[src/rtl/fp_multiplier_seq.sv]
// Sequential binary32 multiplier: radix-2 shift-add mantissa loop, flush-to-zero subnormals.
// Define FPMUL_ROUND_NEAREST_EN for round-to-nearest-even; default build truncates.
module fp_multiplier_seq (
    input  logic        clk,
    input  logic        rst,
    input  logic        start,
    input  logic [31:0] A,
    input  logic [31:0] B,
    output logic [31:0] result,
    output logic        busy,
    output logic        done
);

    typedef enum logic [1:0] {StIdle, StMul, StNorm, StDone} state_e;

    state_e      state_q, state_d;
    logic [31:0] a_q, a_d, b_q, b_d;
    logic [47:0] mcand_q, mcand_d;
    logic [23:0] mplr_q, mplr_d;
    logic [47:0] acc_q, acc_d;
    logic [4:0]  cnt_q, cnt_d;
    logic [31:0] result_q, result_d;

    logic [23:0] mant_a_in, mant_b_in;
    assign mant_a_in = (A[30:23] != 8'd0) ? {1'b1, A[22:0]} : 24'd0;
    assign mant_b_in = (B[30:23] != 8'd0) ? {1'b1, B[22:0]} : 24'd0;

    // Operand classification from the latched operands
    logic       sign_p;
    logic       nan_a, nan_b, inf_a, inf_b, zero_a, zero_b;
    assign sign_p = a_q[31] ^ b_q[31];
    assign nan_a  = (a_q[30:23] == 8'hFF) && (a_q[22:0] != 23'd0);
    assign nan_b  = (b_q[30:23] == 8'hFF) && (b_q[22:0] != 23'd0);
    assign inf_a  = (a_q[30:23] == 8'hFF) && (a_q[22:0] == 23'd0);
    assign inf_b  = (b_q[30:23] == 8'hFF) && (b_q[22:0] == 23'd0);
    assign zero_a = (a_q[30:23] == 8'd0);
    assign zero_b = (b_q[30:23] == 8'd0);

    logic signed [9:0] exp_raw, exp_n, exp_f;
    logic [22:0]       frac_t, frac_f;
    logic [31:0]       norm_result;

`ifdef FPMUL_ROUND_NEAREST_EN
    logic        guard, sticky, round_up, carry;
    always_comb begin
        guard  = acc_q[47] ? acc_q[23] : acc_q[22];
        sticky = acc_q[47] ? (|acc_q[22:0]) : (|acc_q[21:0]);
        round_up = guard & (sticky | frac_t[0]);
        {carry, frac_f} = {1'b0, frac_t} + {23'd0, round_up};
        exp_f = exp_n + $signed({9'd0, carry});
    end
`else
    logic unused_lo;
    assign unused_lo = ^acc_q[22:0];
    assign frac_f    = frac_t;
    assign exp_f     = exp_n;
`endif

    always_comb begin
        exp_raw = $signed({2'b00, a_q[30:23]}) + $signed({2'b00, b_q[30:23]}) - 10'sd127;
        exp_n   = exp_raw + $signed({9'd0, acc_q[47]});
        frac_t  = acc_q[47] ? acc_q[46:24] : acc_q[45:23];

        if (nan_a || nan_b || (inf_a && zero_b) || (inf_b && zero_a)) begin
            norm_result = 32'h7FC0_0000;
        end else if (inf_a || inf_b) begin
            norm_result = {sign_p, 8'hFF, 23'd0};
        end else if (zero_a || zero_b) begin
            norm_result = {sign_p, 31'd0};
        end else if (exp_f >= 10'sd255) begin
            norm_result = {sign_p, 8'hFF, 23'd0};
        end else if (exp_f <= 10'sd0) begin
            norm_result = {sign_p, 31'd0};
        end else begin
            norm_result = {sign_p, exp_f[7:0], frac_f};
        end
    end

    always_comb begin
        state_d  = state_q;
        a_d      = a_q;
        b_d      = b_q;
        mcand_d  = mcand_q;
        mplr_d   = mplr_q;
        acc_d    = acc_q;
        cnt_d    = cnt_q;
        result_d = result_q;
        unique case (state_q)
            StIdle: begin
                if (start) begin
                    a_d     = A;
                    b_d     = B;
                    mcand_d = {24'd0, mant_a_in};
                    mplr_d  = mant_b_in;
                    acc_d   = 48'd0;
                    cnt_d   = 5'd23;
                    state_d = StMul;
                end
            end
            StMul: begin
                acc_d   = acc_q + (mplr_q[0] ? mcand_q : 48'd0);
                mcand_d = mcand_q << 1;
                mplr_d  = mplr_q >> 1;
                if (cnt_q == 5'd0) begin
                    state_d = StNorm;
                end else begin
                    cnt_d = cnt_q - 5'd1;
                end
            end
            StNorm: begin
                result_d = norm_result;
                state_d  = StDone;
            end
            StDone: begin
                state_d = StIdle;
            end
            default: state_d = StIdle;
        endcase
    end

    always_ff @(posedge clk or posedge rst) begin
        if (rst) begin
            state_q  <= StIdle;
            a_q      <= 32'd0;
            b_q      <= 32'd0;
            mcand_q  <= 48'd0;
            mplr_q   <= 24'd0;
            acc_q    <= 48'd0;
            cnt_q    <= 5'd0;
            result_q <= 32'd0;
        end else begin
            state_q  <= state_d;
            a_q      <= a_d;
            b_q      <= b_d;
            mcand_q  <= mcand_d;
            mplr_q   <= mplr_d;
            acc_q    <= acc_d;
            cnt_q    <= cnt_d;
            result_q <= result_d;
        end
    end

    assign result = result_q;
    assign busy   = (state_q != StIdle);
    assign done   = (state_q == StDone);

endmodule

[config.mk]
export PLATFORM = sky130hd
export DESIGN_NAME = fp_multiplier_seq
export DESIGN_NICKNAME = d
export VERILOG_FILES = /design/src/rtl/fp_multiplier_seq.sv
export SDC_FILE = /design/constraint.sdc
export NUM_CORES = 1
export LEC_CHECK = 0
export BUFFER_PORTS_ARGS = -buffer_cell sky130_fd_sc_hd__clkbuf_2
export CAP_MARGIN = 20
export CORE_MARGIN = 2
export CORE_UTILIZATION = 25
export DETAILED_ROUTE_END_ITERATION = 10
export PLACE_DENSITY = 0.37
export SLEW_MARGIN = 10
export SYNTH_ARGS = -nofsm -noshare
export SYNTH_HDL_FRONTEND = slang
export SYNTH_SLANG_ARGS = --single-unit
[constraint.sdc]
create_clock -name clk -period 8.9 [get_ports clk]
set_input_delay 0.445 -clock clk [delete_from_list [all_inputs] [get_ports clk]]
set_output_delay 0.445 -clock clk [all_outputs]
set_load 0.005 [all_outputs]
# Word-level counts from Yosys, hierarchy flattened
# Cells that the tools add are included.
[classes] addsub=5 order_cmp=2 n_eq_ne=8 mux=21 n_bitwise=1 n_reduce_logical=27
[op_table] operator="$pmux W48 S2" n=2
[op_table] operator="$mux W48" n=3
[op_table] operator="$mux W31" n=4
[op_table] operator="$mux W24" n=3
[op_table] operator="$add A48 B48 Y48" n=1
[op_table] operator="$pmux W24 S2" n=1
[op_table] operator="$logic_not A23 Y1" n=2
[op_table] operator="$reduce_bool A23 Y1" n=2
[op_table] operator="$mux W32" n=1
[op_table] operator="$mux W23" n=1
[op_table] operator="$eq A8 B8 Y1 const B" n=2
[op_table] operator="$logic_not A8 Y1" n=2
[op_table] operator="$reduce_bool A8 Y1" n=2
[op_table] operator="$add A10 B2 Y10" n=1
[op_table] operator="$ge A10 B9 Y1 const B" n=1
[op_table] operator="$le A10 B1 Y1 const B" n=1
[op_table] operator="$mux W5" n=2
[op_table] operator="$pmux W5 S2" n=1
[op_table] operator="$sub A9 B7 Y10 const B" n=1
[op_table] operator="$add A8 B8 Y9" n=1
[op_table] operator="$pmux W2 S4" n=1
[op_table] operator="$logic_and A1 B1 Y1" n=6
[op_table] operator="$ne A2 B2 Y1 const B" n=3
[op_table] operator="$reduce_and A2 Y1" n=3
[op_table] operator="10 further kinds" n=17
[word_totals] reg_bits=223 input_bits=67 output_inout_bits=34 word_cells=72

# Longest topological paths before layout
# Gate-level depths: netlist of the first run.
[logic_depth] word_depth=9 mapped_depth=16 ltp_nobuf=14

# Worst setup path before layout of the first run
# Ideal clock, no wire load.
[synth_timing] path_type="register to register" from="register acc_q[47]" to="register result_q[10] (netlist: result[10])" setup_time_ns=0.135 arrival_time_ns=3.517 required_ns=8.765 slack_ns=5.249 stages_incl_launch_ff=17 path_buffers=2 synth_period_minus_slack_ns=3.651 cell_sequence="dfrtp_1 > clkbuf_1 > inv_1 > ha_1 > inv_1 > ha_1 > fa_1 > a21o_1 > a21oi_2 > o21bai_1 > a2111oi_0 > nor2_1 > xor2_1 > o41a_1 > nand3_2 > buf_4 > o22ai_1"
[synth_via] elab_chain_cells=7 elab_cells_between_ends=9 cone_classes="add/sub: 1; order compare: 2; mux: 6"
[synth_lines] element="from (decl)" line_no="20" source="logic [47:0] acc_q, acc_d;"
[synth_lines] element="from (signal assigned)" line_no="128" source="acc_q <= 48'd0;"
[synth_lines] element="from (signal assigned)" line_no="137" source="acc_q <= acc_d;"
[synth_lines] element="$add A10 B2 Y10" line_no="61" source="exp_n = exp_raw + $signed({9'd0, acc_q[47]});"
[synth_lines] element="$le A10 B1 Y1" line_no="72" source="end else if (exp_f <= 10'sd0) begin"
[synth_lines] element="$mux W31" line_no="72"
[synth_lines] element="$mux W31 (*)" line_no="70" source="end else if (exp_f >= 10'sd255) begin"
[synth_lines] element="$mux W31 (*)" line_no="68" source="end else if (zero_a || zero_b) begin"
[synth_lines] element="$mux W31 (*)" line_no="66" source="end else if (inf_a || inf_b) begin"
[synth_lines] element="$mux W32 (*)" line_no="64" source="if (nan_a || nan_b || (inf_a && zero_b) || (inf_b && zero_a)) begin"
[synth_lines] element="to (signal assigned)" line_no="139" source="result_q <= result_d;"
[synth_lines] element="to (decl)" line_no="22" source="logic [31:0] result_q, result_d;"
# Mark *: on every way between the ends. The rest lies on a longest branch, timed or not.
# A chain may end at the register's enable or synchronous reset.

# Worst setup path after layout of the first run
[layout_timing] from="register a_q[23]" to="register result_q[0] (netlist: result[0])"
[layout_via] elab_chain_cells=9 elab_cells_between_ends=21 cone_classes="add/sub: 3; order compare: 2; eq/ne: 1; mux: 5; reduce/logical: 10"
[layout_lines] element="from (decl)" line_no="17" source="logic [31:0] a_q, a_d, b_q, b_d;"
[layout_lines] element="from (signal assigned)" line_no="124" source="a_q <= 32'd0;"
[layout_lines] element="from (signal assigned)" line_no="133" source="a_q <= a_d;"
[layout_lines] element="$add A8 B8 Y9" line_no="60" source="exp_raw = $signed({2'b00, a_q[30:23]}) + $signed({2'b00, b_q[30:23]}) - 10'sd127;"
[layout_lines] element="$sub A9 B7 Y10" line_no="60"
[layout_lines] element="$add A10 B2 Y10" line_no="61"
[layout_lines] element="$le A10 B1 Y1" line_no="72"
[layout_lines] element="$mux W31" line_no="72"
[layout_lines] element="$mux W31" line_no="70"
[layout_lines] element="$mux W31" line_no="68"
[layout_lines] element="$mux W31" line_no="66"
[layout_lines] element="$mux W32 (*)" line_no="64"
# Marked as above.

==> impl_metrics.json, run 1 <==
{
  "routedWlPerCell_um": 17.1,
  "endpoint_kind": "flip-flop",
  "diodes": 0,
  "firstDrtPassIters": 5,
  "fin_util": 0.297,
  "postCtsSetupBuffers": 0,
  "worstPathMaxFanout": 22,
  "clkPwrFrac": 0.243,
  "powerDensity_nw_per_um2": 323,
  "switching_share": 0.399,
  "worstHoldStart": "B[22]",
  "clock_path_buffers": 3,
  "fin_area_um2": 14600,
  "synth_edf_count": 0,
  "rr_endpoint": "result[0]$_DFFE_PP0P_",
  "grt_pass1_vias": 9661,
  "cpPeakStageDelay_ns": 0.47,
  "r2r_cells": 14,
  "r2r_start": "a_q[23]$_DFFE_PP0P_",
  "areaGrowthSynthToFinish_pct": 17.0,
  "mostFrequentLayoutCells": "dfrtp_1 (223), nand2_1 (111), o21ai_0 (103), clkbuf_2 (100), inv_1 (78)",
  "startpoint_type": "flip-flop",
  "ys_seq_area_frac": 0.448,
  "criticalPathCategory": "flip-flop to flip-flop",
  "overflow": 0,
  "cts_buffers": 29,
  "cap_violations": 0,
  "critical-path-slowest-cell": "nand3_2",
  "synth_area_um2": 12500,
  "finalMaxSlewViolations": 0,
  "cp_data_arrival_time_ns": 4.38,
  "drt_iter0_drc": 445,
  "synth_fp_nets": 1378,
  "max_slew_margin": 0.188,
  "crit_family": "compound AO/OA/AOI/OAI gates",
  "ys_async_sr_fraction": 1.00,
  "p_switching_mw": 1.88,
  "cp.required_ns": 9.38,
  "cts_tree": "built",
  "irDropWorstVdd_mv": 0.246,
  "grt_pass1_wl_um": 55400,
  "viasPerCell": 4.78,
  "row_count": 81,
  "post_synth_num_cell_types": 74,
  "start_util": 0.254,
  "rsz0062_at_grt": "no",
  "die_w_um": 227,
  "ys_ff_latch": 223,
  "setup_viol": 0,
  "worstMarginPinSlew_ns": 1.22,
  "min_to": "mplr_q[22]$_DFFE_PP0P_",
  "setup-tns-final_ns": 0,
  "nets": 1455,
  "synth_cells": 1239,
  "synth_area_per_cell_um2": 10.1,
  "clkLatencyLatePin_ns": 0.58,
  "ys_warn_count": 0,
  "synth_ff_type": "dfrtp_1",
  "status": "finished clean",
  "vias": 9549,
  "reg2reg_slack_ns": 5.00,
  "dp.cells": 1948,
  "fin_skew_ns": 0.0160,
  "path_buf_inv": 2,
  "finalHoldViolCount": 0,
  "io_pins": 101,
  "final_common_cell": "dfrtp_1",
  "drtAntennaViolNets": 0,
  "io_buffers": 100,
  "comb_power_share": 0.408,
  "fmax_ghz": 0.256,
  "htree_levels": 1,
  "grt_use_total": 0.134,
  "p_int_mw": 2.83,
  "grt_max_degree": 175,
  "drive_gt1_frac": 0.185,
  "hp-class": "input pin to flip-flop",
  "min_period_ns": 3.90,
  "antenna_found_initial": 1,
  "power_frac_seq": 0.349,
  "clock_sinks": 223,
  "die_y_um": 227,
  "coreArea_um2": 49100,
  "final_cells": 1998,
  "drc": 0,
  "holdPathStages": 3,
  "clk_pin_slew_ns": 0.06,
  "die-area_um2": 51600,
  "wl_um": 34200,
  "dp_hpwl_um": 23800,
  "p_leak_nw": 6.59,
  "placedInstanceArea_um2": 13600,
  "routabilityCongestion": 0.778,
  "finalCritPeriodShare": 0.439,
  "finalPower_mw": 4.71,
  "clockRootBuffer": "clkbuf_16",
  "cp_cell_sequence": "inv_1, ha_1, inv_1, ha_1, fa_1, a21o_1, a21oi_2, o21bai_1, a2111oi_0, nor2_1, xor2_1, o41a_1, nand3_2, o22ai_1"
}
-- state kept, by name, indices dropped and copies added, names as in the netlist --
signal	cells
result	32
mplr_q	24
acc_q	48
b_q	32
a_q	32
mcand_q	48
cnt_q	5
state_q	2
-- per-stage QoR --
| step | hold slack [ns] | setup WS, ns |
|---|---|---|
| floorplan | 0.450 | 2.35 |
| global placement | 0.471 | 5.04 |
| CTS | 0.0534 | 4.94 |
| finish | 0.0931 | 5.00 |
| global route | 0.0707 | 4.57 |
| detailed placement | 0.477 | 4.97 |
-- tightest hold or removal path, cell delays in order --
cell	delay, ns
clkbuf_2	0.09
a222oi_1	0.05
inv_1	0.05
-- cell usage after synthesis (4+ instances only) --
| library cell | number | area share |
|---|---|---|
| a211oi_1 | 6 | 0.0036 |
| a21o_1 | 24 | 0.014 |
| a21oi_1 | 47 | 0.019 |
| a221oi_1 | 4 | 0.0028 |
| a222oi_1 | 23 | 0.018 |
| a22o_1 | 31 | 0.022 |
| a22oi_1 | 23 | 0.014 |
| a31oi_1 | 7 | 0.0035 |
| and2_1 | 53 | 0.027 |
| and3_1 | 7 | 0.0035 |
| buf_1 | 6 | 0.0018 |
| clkbuf_1 | 53 | 0.016 |
| dfrtp_1 | 223 | 0.45 |
| ha_1 | 70 | 0.070 |
| inv_1 | 79 | 0.024 |
| mux2_2 | 64 | 0.058 |
| mux2i_1 | 26 | 0.021 |
| nand2_1 | 112 | 0.034 |
| nand2b_1 | 6 | 0.0030 |
| nand3_1 | 19 | 0.0076 |
| nand4_1 | 16 | 0.0080 |
| nor2_1 | 30 | 0.0090 |
| nor3_1 | 12 | 0.0048 |
| nor4_1 | 20 | 0.010 |
| o211ai_1 | 8 | 0.0048 |
| o21a_1 | 7 | 0.0042 |
| o21ai_0 | 103 | 0.041 |
| o21ai_1 | 4 | 0.0016 |
| o21bai_1 | 6 | 0.0036 |
| o22ai_1 | 24 | 0.012 |
| o31ai_1 | 5 | 0.0030 |
| or2_2 | 5 | 0.0025 |
| or3_1 | 4 | 0.0020 |
| or4_1 | 4 | 0.0024 |
| xnor2_1 | 27 | 0.019 |
| xor2_1 | 22 | 0.015 |
-- worst max path at each step --
stage	startpoint	endpoint	slack [ns]	cells after the start
3_5_place_dp	a_q[23]$_DFFE_PP0P_	result[11]$_DFFE_PP0P_	4.97	14
6_report	a_q[23]$_DFFE_PP0P_	result[0]$_DFFE_PP0P_	5.00	14
4_1_cts	a_q[23]$_DFFE_PP0P_	result[11]$_DFFE_PP0P_	4.94	14
2_1_floorplan	rst	a_q[0]$_DFFE_PP0P_	2.35	1
5_1_grt	a_q[23]$_DFFE_PP0P_	result[19]$_DFFE_PP0P_	4.57	14
3_3_place_gp	a_q[23]$_DFFE_PP0P_	result[0]$_DFFE_PP0P_	5.04	14
-- kinds of logic after synthesis --
group / Yosys count / share of synthesized area
multiplexers: 90 / 0.0787
XOR/XNOR: 49 / 0.0344
flip-flops: 223 / 0.448
AND/OR/NAND/NOR: 297 / 0.119
AO/OA/AOI/OAI: 362 / 0.200
buffers and inverters: 146 / 0.0462
adder cells (fa/ha/maj): 72 / 0.0735
-- routing by layer --
metal  global-route usage  share of wire  routed length (um)  vias to the layer above
met2                0.205           0.44               15000                      126
met1                0.197           0.51               17300                     4682
met5                    0              0                   0                        -
met4               0.0320          0.022                 737                        0
met3               0.0232          0.035                1180                       39
li1                     -              -                   -                     4702
-- final cells by class --
class                      count  area, um^2
sequential                   223        5580
clock buffer                  43         868
clock inverter                 6        48.8
timing repair buffer         113         613
tap                          664         831
multi-input combinational    870        6330
fill                        5239       34500
inverter                      79         304
-- power by group through the flow --
| stage | clock network [mW] | registers (mW) | logic [mW] |
|---|---|---|---|
| floorplan | 0 | 1.57 | 1.49 |
| global placement | 0 | 1.66 | 1.95 |
| detailed placement | 0 | 1.66 | 1.96 |
| CTS | 1.19 | 1.65 | 1.97 |
| global route | 1.23 | 1.70 | 2.20 |
| finish | 1.15 | 1.64 | 1.92 |
-- repair_timing --
action	CTS	global route
hold endpoints to repair	49	0
gates resized for setup	0	0
setup endpoints to repair	0	0
hold buffers	1	0
Power figures use the tool's default switching activity.
==> run 2: changes to the inputs <==
clock period = 3.75 ns   (was 8.9 ns; I/O delays follow)
==> impl_metrics.json, run 2 (synthesized netlist as in run 1, its figures left out) <==
{
  "status": "finished clean",
  "hp-class": "input pin to async pin",
  "irDropWorstVdd_mv": 0.500,
  "final_common_cell": "dfrtp_1",
  "diodes": 0,
  "overflow": 0,
  "fmax_ghz": 0.285,
  "clkLatencyLatePin_ns": 0.58,
  "cap_violations": 0,
  "die-area_um2": 51600,
  "crit_start": "a_q[23]$_DFFE_PP0P_",
  "cp.required_ns": 4.17,
  "grt_max_degree": 126,
  "postCtsSetupBuffers": 0,
  "wl_um": 34400,
  "die_w_um": 227,
  "row_count": 81,
  "min_period_ns": 3.51,
  "rsz0062_at_grt": "no",
  "clock_sinks": 223,
  "criticalPathCategory": "flip-flop to flip-flop",
  "powerDensity_nw_per_um2": 755,
  "viasPerCell": 4.72,
  "fin_util": 0.316,
  "io_pins": 101,
  "startpoint_type": "flip-flop",
  "finalCritPeriodShare": 0.935,
  "multiInputGateArea_um2": 6350,
  "cts_buffers": 29,
  "coreArea_um2": 49100,
  "fin_skew_ns": 0.0245,
  "dp_hpwl_um": 24200,
  "drt_iter0_drc": 617,
  "seqCellArea_um2": 5580,
  "firstDrtPassIters": 7,
  "clk_pin_slew_ns": 0.06,
  "finalMaxSlewViolations": 0,
  "top_regs": "acc_q x48, mcand_q x48",
  "io_buffers": 100,
  "mostFrequentLayoutCells": "dfrtp_1 (223), nand2_1 (111), o21ai_0 (103), clkbuf_2 (100), inv_1 (78)",
  "r2r_start": "a_q[23]$_DFFE_PP0P_",
  "p_leak_nw": 7.01,
  "cp_data_arrival_time_ns": 3.93,
  "nets": 1534,
  "routabilityCongestion": 0.777,
  "cts_tree": "built",
  "setup-tns-final_ns": 0,
  "grt_use_total": 0.136,
  "worstPathMaxFanout": 22,
  "grt_pass1_wl_um": 56500,
  "finalPower_mw": 11.7,
  "clock_path_buffers": 3,
  "r2r_cells": 15,
  "grt_pass1_vias": 10000,
  "drc": 0,
  "antenna_found_initial": 0,
  "finalHoldViolCount": 0,
  "vias": 9809,
  "die_y_um": 227,
  "start_util": 0.254,
  "drive_gt1_frac": 0.188,
  "drtAntennaViolNets": 0,
  "placedInstanceArea_um2": 13800,
  "clockRootBuffer": "clkbuf_16",
  "max_slew_margin": 0.422,
  "fin_area_um2": 15500,
  "endpoint_kind": "flip-flop",
  "setup_viol": 0,
  "areaGrowthSynthToFinish_pct": 24.4,
  "fill_cells": 5129,
  "worstMarginPinSlew_ns": 0.867,
  "htree_levels": 1,
  "routedWlPerCell_um": 16.6
}
## run 2: cell types whose count changed in the layout (fill, tap and decap cells not counted), sizes merged
cell / before / now
clkinvlp: 0 / 1
dlygate4sd3: 1 / 66
buf: 12 / 26
clkinv: 5 / 3
clkbuf: 143 / 141
bufinv: 0 / 5
## run 2: timing repair
item	in CTS	in global routing
hold buffers	66	0
setup endpoints to repair	0	26
hold endpoints to repair	334	0
resized for setup	0	4
## run 2: final timing paths
path	slack [ns]	endpoint
max	0.24	result[7]$_DFFE_PP0P_
min	0.33	result[24]$_DFFE_PP0P_
max reg2reg	0.24	result[7]$_DFFE_PP0P_
min reg2reg	0.48	acc_q[18]$_DFFE_PP0P_
max in group asynchronous	2.66	acc_q[12]$_DFFE_PP0P_
min in group clk	0.38	mplr_q[5]$_DFFE_PP0P_
## run 2: final cells by class
cell class / count / share of cell area
Clock inverter: 10 / 0.0125
Clock buffer: 41 / 0.0542
Inverter: 79 / 0.0194
Timing Repair Buffer: 192 / 0.0907
Sequential cell: 223 / 0.360
Tap cell: 664 / 0.0536
Multi-Input combinational cell: 870 / 0.410
## run 2: worst max-delay path, stage by stage (launching register included)
cell       delay [ns]
dfrtp_1          0.39
inv_1            0.06
ha_1             0.27
inv_1            0.03
ha_1             0.20
fa_1             0.40
a21o_1           0.20
a21oi_2          0.17
o21bai_1         0.11
a2111oi_2        0.36
nor2_1           0.08
xor2_1           0.16
o41a_1           0.50
nand3_2          0.13
buf_12           0.16
o22ai_1          0.09
## run 2: stage by stage
| stage | hold slack (ns) | cells | worst slack (ns) |
|---|---|---|---|
| after floorplan | 0.291 | 1239 | 0.0989 |
| after global placement | 0.418 | 1962 | 0.233 |
| after detailed placement | 0.424 | 1962 | 0.180 |
| after CTS | 0.341 | 2079 | 0.144 |
| after global routing | 0.376 | 2079 | 0.0224 |
| final | 0.325 | 2079 | 0.244 |
## run 2: report_power, final
group | internal [mW] | switching (mW) | leakage, nW
sequential | 3.28 | 0.628 | 2.85
clock | 1.90 | 1.11 | 0.510
combinational | 2.03 | 2.75 | 3.65
## run 2: metal layers
layer	vias up	wire length [um]	global-route usage
met1	4722	17400	0.201
met5	-	0	0
met4	0	786	0.0348
met3	44	1140	0.0188
met2	175	15100	0.207
li1	4868	-	-
